File: src/rtl/alarm_pkg.sv
// ============================================================================
// Package : alarm_pkg
// Purpose : Shared constants for the alarm-clock display driver: active-low
//           7-segment patterns (gfedcba order), scan state encoding and the
//           default timing parameters.
// Rev     : 1.0
// ============================================================================
`default_nettype none

package alarm_pkg;

    localparam int DWELL_DEFAULT      = 4;
    localparam int BLINK_HALF_DEFAULT = 250;

    // Active-low segment patterns, bit order g f e d c b a.
    localparam logic [6:0] SEG_0     = 7'h40;
    localparam logic [6:0] SEG_1     = 7'h79;
    localparam logic [6:0] SEG_2     = 7'h24;
    localparam logic [6:0] SEG_3     = 7'h30;
    localparam logic [6:0] SEG_4     = 7'h19;
    localparam logic [6:0] SEG_5     = 7'h12;
    localparam logic [6:0] SEG_6     = 7'h02;
    localparam logic [6:0] SEG_7     = 7'h78;
    localparam logic [6:0] SEG_8     = 7'h00;
    localparam logic [6:0] SEG_9     = 7'h10;
    localparam logic [6:0] SEG_BLANK = 7'h7F;
    localparam logic [6:0] SEG_DASH  = 7'h3F;

    typedef enum logic {
        ST_BLANK = 1'b0,
        ST_DRIVE = 1'b1
    } scan_state_e;

    // Digit 0-9 to segment pattern; anything else renders as a dash.
    function automatic logic [6:0] seg_digit(input logic [3:0] d);
        logic [6:0] s;
        case (d)
            4'd0:    s = SEG_0;
            4'd1:    s = SEG_1;
            4'd2:    s = SEG_2;
            4'd3:    s = SEG_3;
            4'd4:    s = SEG_4;
            4'd5:    s = SEG_5;
            4'd6:    s = SEG_6;
            4'd7:    s = SEG_7;
            4'd8:    s = SEG_8;
            4'd9:    s = SEG_9;
            default: s = SEG_DASH;
        endcase
        return s;
    endfunction

endpackage

`default_nettype wire

File: src/rtl/bin2bcd60.sv
// ============================================================================
// Module  : bin2bcd60
// Purpose : Combinational binary-to-BCD split for values 0-59 (tens/units).
// Ports   : bin_i   [5:0]  binary value
//           tens_o  [3:0]  value / 10
//           units_o [3:0]  value mod 10
// Rev     : 1.0
// ============================================================================
`default_nettype none

module bin2bcd60 (
    input  logic [5:0] bin_i,
    output logic [3:0] tens_o,
    output logic [3:0] units_o
);

    // Low nibble of (10 * tens). Because the true remainder is below 16,
    // subtracting it modulo 16 from the input's low nibble gives the units.
    logic [3:0] sub;

    always_comb begin
        tens_o = 4'd0;
        sub    = 4'd0;
        if (bin_i >= 6'd60) begin
            tens_o = 4'd6;
            sub    = 4'd12;
        end else if (bin_i >= 6'd50) begin
            tens_o = 4'd5;
            sub    = 4'd2;
        end else if (bin_i >= 6'd40) begin
            tens_o = 4'd4;
            sub    = 4'd8;
        end else if (bin_i >= 6'd30) begin
            tens_o = 4'd3;
            sub    = 4'd14;
        end else if (bin_i >= 6'd20) begin
            tens_o = 4'd2;
            sub    = 4'd4;
        end else if (bin_i >= 6'd10) begin
            tens_o = 4'd1;
            sub    = 4'd10;
        end
        units_o = bin_i[3:0] - sub;
    end

endmodule

`default_nettype wire

File: src/rtl/alarm_display.sv
// ============================================================================
// Module  : alarm_display
// Purpose : Four-digit multiplexed 7-segment driver for the alarm clock.
//           Scans digits left to right with a one-clock blank between digits,
//           snapshots the time once per frame, blinks the display while the
//           alarm rings.
// Ports   : Clock, Reset (async, active-low)
//           Hours_C[3:0], Mins_C[5:0], Secs_C[5:0], AM_PM, Alarm, ShowSecs
//           Anode[3:0] (active-low, bit 3 leftmost), Seg[6:0] (gfedcba,
//           active-low), Dp (colon, active-low), PmLed, AlarmLed
// Rev     : 1.0
// ============================================================================
`default_nettype none

module alarm_display
    import alarm_pkg::*;
#(
    parameter int DWELL      = DWELL_DEFAULT,
    parameter int BLINK_HALF = BLINK_HALF_DEFAULT
) (
    input  logic       Clock,
    input  logic       Reset,
    input  logic [3:0] Hours_C,
    input  logic [5:0] Mins_C,
    input  logic [5:0] Secs_C,
    input  logic       AM_PM,
    input  logic       Alarm,
    input  logic       ShowSecs,
    output logic [3:0] Anode,
    output logic [6:0] Seg,
    output logic       Dp,
    output logic       PmLed,
    output logic       AlarmLed
);

    localparam int DW_W = (DWELL > 1) ? $clog2(DWELL) : 1;
    localparam int BL_W = (BLINK_HALF > 1) ? $clog2(BLINK_HALF) : 1;
    localparam logic [DW_W-1:0] DWELL_LAST = DW_W'(DWELL - 1);
    localparam logic [BL_W-1:0] BLINK_LAST = BL_W'(BLINK_HALF - 1);

    scan_state_e     state_q, state_d;
    logic [1:0]      idx_q, idx_d;
    logic [DW_W-1:0] dwell_q, dwell_d;
    logic [BL_W-1:0] blink_cnt_q, blink_cnt_d;
    logic            blink_off_q, blink_off_d;

    logic [3:0] snap_hours_q;
    logic [5:0] snap_mins_q, snap_secs_q;
    logic       snap_pm_q, snap_show_q;

    logic [3:0] anode_q, anode_d;
    logic [6:0] seg_q, seg_d;
    logic       dp_q, dp_d;
    logic       pm_q, pm_d;
    logic       alm_q, alm_d;

    logic       snap_en;
    logic [5:0] left_val, right_val;
    logic [3:0] left_tens, left_units, right_tens, right_units;
    logic [3:0] digit_val;
    logic       invalid;

    // Snapshot only in the blank slot ahead of the leftmost digit so a frame
    // never mixes two different times.
    assign snap_en = (state_q == ST_BLANK) && (idx_q == 2'd0);

    assign left_val  = snap_show_q ? snap_mins_q : {2'b00, snap_hours_q};
    assign right_val = snap_show_q ? snap_secs_q : snap_mins_q;

    bin2bcd60 u_left (
        .bin_i   (left_val),
        .tens_o  (left_tens),
        .units_o (left_units)
    );

    bin2bcd60 u_right (
        .bin_i   (right_val),
        .tens_o  (right_tens),
        .units_o (right_units)
    );

    assign invalid = (snap_hours_q == 4'd0) || (snap_hours_q > 4'd12) ||
                     (snap_mins_q > 6'd59) ||
                     (snap_show_q && (snap_secs_q > 6'd59));

    // Scan FSM next state.
    always_comb begin
        state_d = state_q;
        idx_d   = idx_q;
        dwell_d = dwell_q;
        if (state_q == ST_BLANK) begin
            state_d = ST_DRIVE;
            dwell_d = '0;
        end else if (dwell_q == DWELL_LAST) begin
            state_d = ST_BLANK;
            idx_d   = idx_q + 2'd1;
            dwell_d = '0;
        end else begin
            dwell_d = dwell_q + 1'b1;
        end
    end

    // Blink timer: held at phase ON while the alarm is quiet so every new
    // alarm starts visibly.
    always_comb begin
        blink_cnt_d = blink_cnt_q;
        blink_off_d = blink_off_q;
        if (!Alarm) begin
            blink_cnt_d = '0;
            blink_off_d = 1'b0;
        end else if (blink_cnt_q == BLINK_LAST) begin
            blink_cnt_d = '0;
            blink_off_d = ~blink_off_q;
        end else begin
            blink_cnt_d = blink_cnt_q + 1'b1;
        end
    end

    // Output decode from the current state/index; registered below, so the
    // pins trail the scan state by one clock.
    always_comb begin
        case (idx_q)
            2'd0:    digit_val = left_tens;
            2'd1:    digit_val = left_units;
            2'd2:    digit_val = right_tens;
            default: digit_val = right_units;
        endcase

        anode_d = 4'b1111;
        seg_d   = SEG_BLANK;
        dp_d    = 1'b1;
        if (state_q == ST_DRIVE) begin
            anode_d = ~(4'b1000 >> idx_q);
            if (invalid) begin
                seg_d = SEG_DASH;
            end else if ((idx_q == 2'd0) && !snap_show_q && (left_tens == 4'd0)) begin
                seg_d = SEG_BLANK;
            end else begin
                seg_d = seg_digit(digit_val);
            end
            dp_d = !((idx_q == 2'd1) && !snap_secs_q[0]);
        end
        if (Alarm && blink_off_q) begin
            anode_d = 4'b1111;
        end

        pm_d  = snap_pm_q;
        alm_d = Alarm && !blink_off_q;
    end

    always_ff @(posedge Clock or negedge Reset) begin
        if (!Reset) begin
            state_q      <= ST_BLANK;
            idx_q        <= 2'd0;
            dwell_q      <= '0;
            blink_cnt_q  <= '0;
            blink_off_q  <= 1'b0;
            snap_hours_q <= 4'd0;
            snap_mins_q  <= 6'd0;
            snap_secs_q  <= 6'd0;
            snap_pm_q    <= 1'b0;
            snap_show_q  <= 1'b0;
            anode_q      <= 4'b1111;
            seg_q        <= SEG_BLANK;
            dp_q         <= 1'b1;
            pm_q         <= 1'b0;
            alm_q        <= 1'b0;
        end else begin
            state_q     <= state_d;
            idx_q       <= idx_d;
            dwell_q     <= dwell_d;
            blink_cnt_q <= blink_cnt_d;
            blink_off_q <= blink_off_d;
            if (snap_en) begin
                snap_hours_q <= Hours_C;
                snap_mins_q  <= Mins_C;
                snap_secs_q  <= Secs_C;
                snap_pm_q    <= AM_PM;
                snap_show_q  <= ShowSecs;
            end
            anode_q <= anode_d;
            seg_q   <= seg_d;
            dp_q    <= dp_d;
            pm_q    <= pm_d;
            alm_q   <= alm_d;
        end
    end

    assign Anode    = anode_q;
    assign Seg      = seg_q;
    assign Dp       = dp_q;
    assign PmLed    = pm_q;
    assign AlarmLed = alm_q;

endmodule

`default_nettype wire

File: config.mk
export PLATFORM = sky130hd
export DESIGN_NAME = alarm_display
export DESIGN_NICKNAME = d
export VERILOG_FILES = /design/src/rtl/alarm_pkg.sv /design/src/rtl/bin2bcd60.sv /design/src/rtl/alarm_display.sv
export SDC_FILE = /design/constraint.sdc
export NUM_CORES = 1
export LEC_CHECK = 0
export ABC_CLOCK_PERIOD_IN_PS = 4970
export CORE_MARGIN = 2
export CORE_UTILIZATION = 50
export DETAILED_ROUTE_END_ITERATION = 10
export GPL_ROUTABILITY_DRIVEN = 0
export PLACE_DENSITY = 0.84
export SYNTH_ARGS = -nofsm -noshare
export SYNTH_HDL_FRONTEND = slang
export SYNTH_SLANG_ARGS = --single-unit
File: constraint.sdc
create_clock -name Clock -period 4.97 [get_ports Clock]
set_clock_uncertainty 0.2 [all_clocks]
set_input_delay 0.7455 -clock Clock [delete_from_list [all_inputs] [get_ports Clock]]
set_output_delay 0.7455 -clock Clock [all_outputs]
set_load 0.02 [all_outputs]
After elaboration in Yosys (flattened, before gate mapping)
Memory sizes are Yosys's and may differ from the RTL's.
Index checks and enable logic that the tools add are counted.
W data, S select, Z words.

storage, ports and cells
  flip-flop bits (word level) = 46
  latch bits = 0
  RAM bits = 0
  memory bits (read-only) = 112
  input bits = 21
  output and inout bits = 14
  memories kept = 1

cells by class
  $add $sub $neg = 5
  $mul = 0
  divide/modulo/power cells = 0
  order comparisons = 15
  equal/unequal tests = 5
  shift operators = 1
  mux-type cells = 41
  bitwise operators = 3
  reduce and logical (&&, ||, !) cells = 18

memories
  name             depth  width  rd ports  clocked after memory_dff  wr ports  line             text
  (no name shown)  16     7      1         0                         0         alarm_pkg.sv:37  case (d)

operator list
  operator               number
  $mux W4                24
  $ge A6 B6 Y1 const B   6
  $ge A6 B5 Y1 const B   4
  $mux W7                3
  $mux W8                2
  $ge A6 B4 Y1 const B   2
  $gt A6 B6 Y1 const B   2
  $mux W6                2
  $pmux W4 S3            1
  $add A8 B1 Y8 const B  1
  $eq A8 B8 Y1 const B   1
  $logic_not A4 Y1       2
  $sub A4 B4 Y4          2
  $logic_and A1 B1 Y1    7
  $mux W1                7
  $add A2 B1 Y2 const B  2
  $eq A2 B2 Y1 const B   2
  $gt A4 B4 Y1 const B   1
  $logic_not A1 Y1       4
  $mux W2                2
  $not A4 Y4             1
  $shr A4 B2 Y4 const A  1
  $logic_or A1 B1 Y1     3
  $eq A2 B1 Y1 const B   1
  other kinds (4)        5

Depth between registers and ports, before layout
An unclocked memory read counts as a cell.

  depth after elaboration = 14
  depth in mapped cells = 16
  gate-level depth less buffers = 14

Hierarchy
From an unflattened synthesis, not the netlist that was laid out.

second synthesis, totals
  cell total of the unflattened synthesis = 262
  area, all modules = 2756.4 µm²

by module, submodules not included
  module         instances  cells an instance  area an instance (µm²)  sequential area each (µm²)
  alarm_display  1          188                2243.4                  1166.1
  bin2bcd60      2          37                 256.5                   0.0

Worst setup path after synthesis
No wires, ideal clock.

  kind = register to register
  start point = reg snap_show_q
  end point = reg seg_q[4], in the netlist Seg[4]
  library setup time = 0.082 ns
  arrival time = 2.897 ns
  required time = 4.688 ns
  slack = 1.791 ns
  stages on the path, launching flop included = 14
  buffers on the path = 2
  clock period less this slack = 3.179 ns
  cell sequence = dfrtp_1 buf_6 mux2_4 buf_4 nor2_1 o21ai_0 a21oi_1 a211oi_1 ha_1 fa_1 and2_1 mux2_4 nor2_2 mux2_4

between the ends
  word-level cells in the longest chain between the ends = 14
  elaborated cells on any way between the ends = 51
  classes of those cells = add/sub: 2; order compare: 12; mux: 30; reduce/logical: 6; memory: 1

RTL lines
  element                     line                                      text
  from (decl)                 alarm_display.sv:49                       logic snap_pm_q, snap_show_q;
  from (signal assigned)      alarm_display.sv:179                      snap_show_q <= ShowSecs;
  $mux W6 (on tied branches)  alarm_display.sv:68, alarm_display.sv:67
  $ge A6 B4 Y1                bin2bcd60.sv:39                           end else if (bin_i >= 6'd10) begin
  $mux W4                     bin2bcd60.sv:39
  $mux W4                     bin2bcd60.sv:36                           end else if (bin_i >= 6'd20) begin
  $mux W4                     bin2bcd60.sv:33                           end else if (bin_i >= 6'd30) begin
  $mux W4                     bin2bcd60.sv:30                           end else if (bin_i >= 6'd40) begin
  $mux W4                     bin2bcd60.sv:27                           end else if (bin_i >= 6'd50) begin
  $mux W4                     bin2bcd60.sv:24                           if (bin_i >= 6'd60) begin
  $sub A4 B4 Y4               bin2bcd60.sv:43                           units_o = bin_i[3:0] - sub;
  $pmux W4 S3                 alarm_display.sv:122                      case (idx_q)
  $mem_v2 Z16 W7              -
  $mux W7                     alarm_display.sv:136                      end else if ((idx_q == 2'd0) && !snap_show_q && (left_tens == 4'd0)) begin
  $mux W7 *                   alarm_display.sv:134                      if (invalid) begin
  $mux W7 *                   alarm_display.sv:132                      if (state_q == ST_DRIVE) begin
  net seg_d[4]                alarm_display.sv:52                       logic [6:0] seg_q, seg_d;
  to (signal assigned)        alarm_display.sv:182                      seg_q <= seg_d;
  to (decl)                   alarm_display.sv:52

Mark *: on every way through the listed nets, which the timed path passes. The rest lies on a longest branch.
A chain may end at the register's enable or synchronous reset.

Final worst setup path
Ends and elaborated chain as after synthesis.

==> key figures <==
Critical path
  • Setup slack, reg-to-reg: 970 ps
  • Reg2reg path depth: 11
  • Setup crit end kind: register
  • Crit path from: snap_show_q
  • Crit Path Max Fanout: 29
  • R2R Path Start: snap_show_q
  • Critical Path AT: 4020 ps
  • Startpoint Class: register
  • CP Data Required Time: 5000 ps
  • R2r endpoint: Seg[4]
  • Setup CP Type: register to register

Synthesis
  • EDFF count, synth: 0
  • Ys flop type: dfrtp_1
  • FFs w/ async S/R, synth: 1.00
  • Register bit total from synthesis: 46
  • Synth cell types: 61
  • Mapped Nets: 325
  • Synth warnings: 0
  • Syn_area_per_cell: 10.1 sq um
  • Synthesized area: 2880 sq um
  • Post-synthesis sequential area ratio: 0.405
  • Syn Inst Count: 286

Global routing
  • First-pass GRT wire length: 9630 microns
  • Vias in the first global route: 2119
  • Gr usage total: 0.188
  • Largest net degree at the start of global routing: 47
  • Initial antenna violation count: 0
  • Grt total ovfl: 0

STA
  • Min Clock Period, post-route: 4000 ps
  • Crit share post-route: 0.804
  • Slew HR: 0.330
  • Setup tns final: 0 ps
  • Setup-failing EPs final: 0
  • Final hold vios: 0
  • Worst-Margin Slew: 1010 ps
  • Final count of pins violating max slew: 0
  • RSZ-0062 raised after global routing: no
  • Fmax: 250 MHz

Routing
  • Post-route DRC violation count: 0
  • WL met1: 2500 microns
  • Top sig layer: met4
  • WL/cell: 14.5 microns
  • DR WL met3: 270 microns
  • DR vias: 2193
  • Remaining antenna violation count: 0
  • Final wirelength: 5610 microns
  • Detailed Routing Iterations Pass 1: 4
  • 1st-iter DRT viols: 146
  • Vias/cell: 5.67
  • Wire length on met2: 2750 microns

Clocking
  • CTS H-Tree Depth: 2
  • Post-CTS Hold Buffers: 0
  • Post-CTS sizing: 0
  • CTS tree: yes
  • Max Buffers Root-to-Sink: 2
  • Reg clk slew, reported paths: 90 ps
  • CTS buffer count: 5
  • Root Driver: clkbuf_8
  • Post-CTS Setup Inserts: 0
  • CTS Sinks: 46
  • Worst-Skew Late Latency: 300 ps

Floorplan
  • Site Rows: 27
  • IO Count: 35
  • Die Y: 79.9 microns
  • Initial Utilization: 0.520
  • Die X: 79.9 microns
  • Total die area: 6390 sq um
  • CORE AREA: 5540 sq um

Placement
  • Placed instance count: 379
  • DP Wirelength: 4000 microns
  • Port Buffers: 34

Hold path
  • Worst hold stages: 0
  • Destination of the worst hold path: PmLed
  • Hold_sp: pm_d
  • Hold crit path type: register to register

Cells and area
  • Area of the multi-input gates: 1580 sq um
  • Fillers: 474
  • Share of cells above drive strength 1: 0.171
  • # diodes: 0
  • Fin cells: 387
  • Register area: 1170 sq um
  • Synthesis-to-finish area growth: 17.2%
  • Nets: 353

Run status
  • Status: complete, no violations

Pwr
  • Pleak: 1.43 nW
  • Pwr Density: 295 nW/um^2
  • VDD IR max: 0.000211 V

Job
  • Max Cap Viol: 0
[worst max-delay path by stage]
stage / end / slack [ps] / cells after the start
floorplan: Seg[4] / 1790 / 13
global placement: Seg[4] / 1160 / 11
detailed placement: Seg[4] / 1030 / 11
CTS: Seg[4] / 1000 / 11
global route: Seg[5] / 730 / 13
finish: Seg[4] / 970 / 11
[synth_stat cells, drive strengths merged, types with 2 or more instances]
cell,count,share of area
a211oi,4,0.010
mux2,22,0.091
nor2b,6,0.013
o21ai,18,0.033
ha,16,0.069
nor3,2,0.0035
mux2i,9,0.034
a21oi,14,0.024
nand4,2,0.0043
nor4,3,0.0065
nand2,22,0.030
and2,4,0.0087
a311oi,2,0.0061
buf,11,0.022
fa,2,0.014
o211ai,2,0.0069
xor2,4,0.012
and3,6,0.013
dfstp,12,0.11
nor2,23,0.031
inv,15,0.020
dfrtp,34,0.30
maj3,3,0.010
o221ai,3,0.011
clkbuf,3,0.0039
a31oi,2,0.0043
nand3,8,0.014
or2,4,0.0087
o31ai,2,0.0052
o21a,4,0.010
xnor2,6,0.018
[routing by layer]
layer | up-vias | GRT usage
met5 | - | 0
met4 | 0 | 0.0627
met3 | 9 | 0.0351
met2 | 64 | 0.314
met1 | 1050 | 0.246
li1 | 1070 | -
[power breakdown]
part	internal, mW	leakage [nW]	switching [mW]
registers	0.410	0.534	0.0217
clock network	0.201	0.0683	0.128
logic	0.111	0.831	0.123
[cell usage in the layout (no fill, tap or decap), types with 12 or more instances in the layout]
cell	instances
o21ai_0	12
inv_1	15
mux2_2	18
dfstp_2	12
nor2_1	22
ha_1	16
clkdlybuf4s50_1	33
dfrtp_1	34
a21oi_1	14
nand2_1	21
[stage by stage]
step	instance area, sq um	hold WS (ps)	utilization	total power [mW]	worst slack, ps
final	3380	177	0.610	0.996	973
after global routing	3380	196	0.610	1.04	728
after CTS	3380	182	0.610	1.00	996
after detailed placement	3240	161	0.585	0.667	1030
after global placement	3240	159	0.585	0.660	1160
after floorplan	2880	150	-	0.589	1790
[layout make-up]
| type | count | share of cell area |
|---|---|---|
| well taps | 72 | 0.0267 |
| inverters | 15 | 0.0167 |
| multi-input cells | 211 | 0.469 |
| flip-flops and latches | 46 | 0.345 |
| clock inverters | 3 | 0.0204 |
| clock buffers | 5 | 0.0204 |
| repair buffers | 35 | 0.102 |
[registers in the layout, indices dropped and copies added (netlist names)]
name,cells
pm_d,1
snap_hours_q,4
state_q,1
blink_off_q,1
Seg,7
idx_q,2
PmLed,1
snap_secs_q,6
AlarmLed,1
Anode,4
snap_mins_q,6
dwell_q,2
snap_show_q,1
Dp,1
blink_cnt_q,8
[kinds of logic (layout without fill, tap and decap cells)]
kind of cell             Yosys count  after routing  synth area share
XOR/XNOR                          10             10            0.0304
AO/OA/AOI/OAI                     64             64             0.154
flip-flops                        46             46             0.405
AND/OR/NAND/NOR                   85             85             0.147
multiplexers                      31             31             0.125
adder cells (fa/ha/maj)           21             21            0.0938
buffers and inverters             29             58            0.0456
[worst max-delay path: stages, from the launching register on]
cell      delay, ps
dfrtp_1        1010
mux2i_2         580
and2_1          270
nand3_1          90
a21oi_1         160
a211oi_1         70
ha_1            190
fa_1            370
and2_1          180
mux2_4          280
nor2_2          200
mux2_4          320
Power figures use the tool's default switching activity.
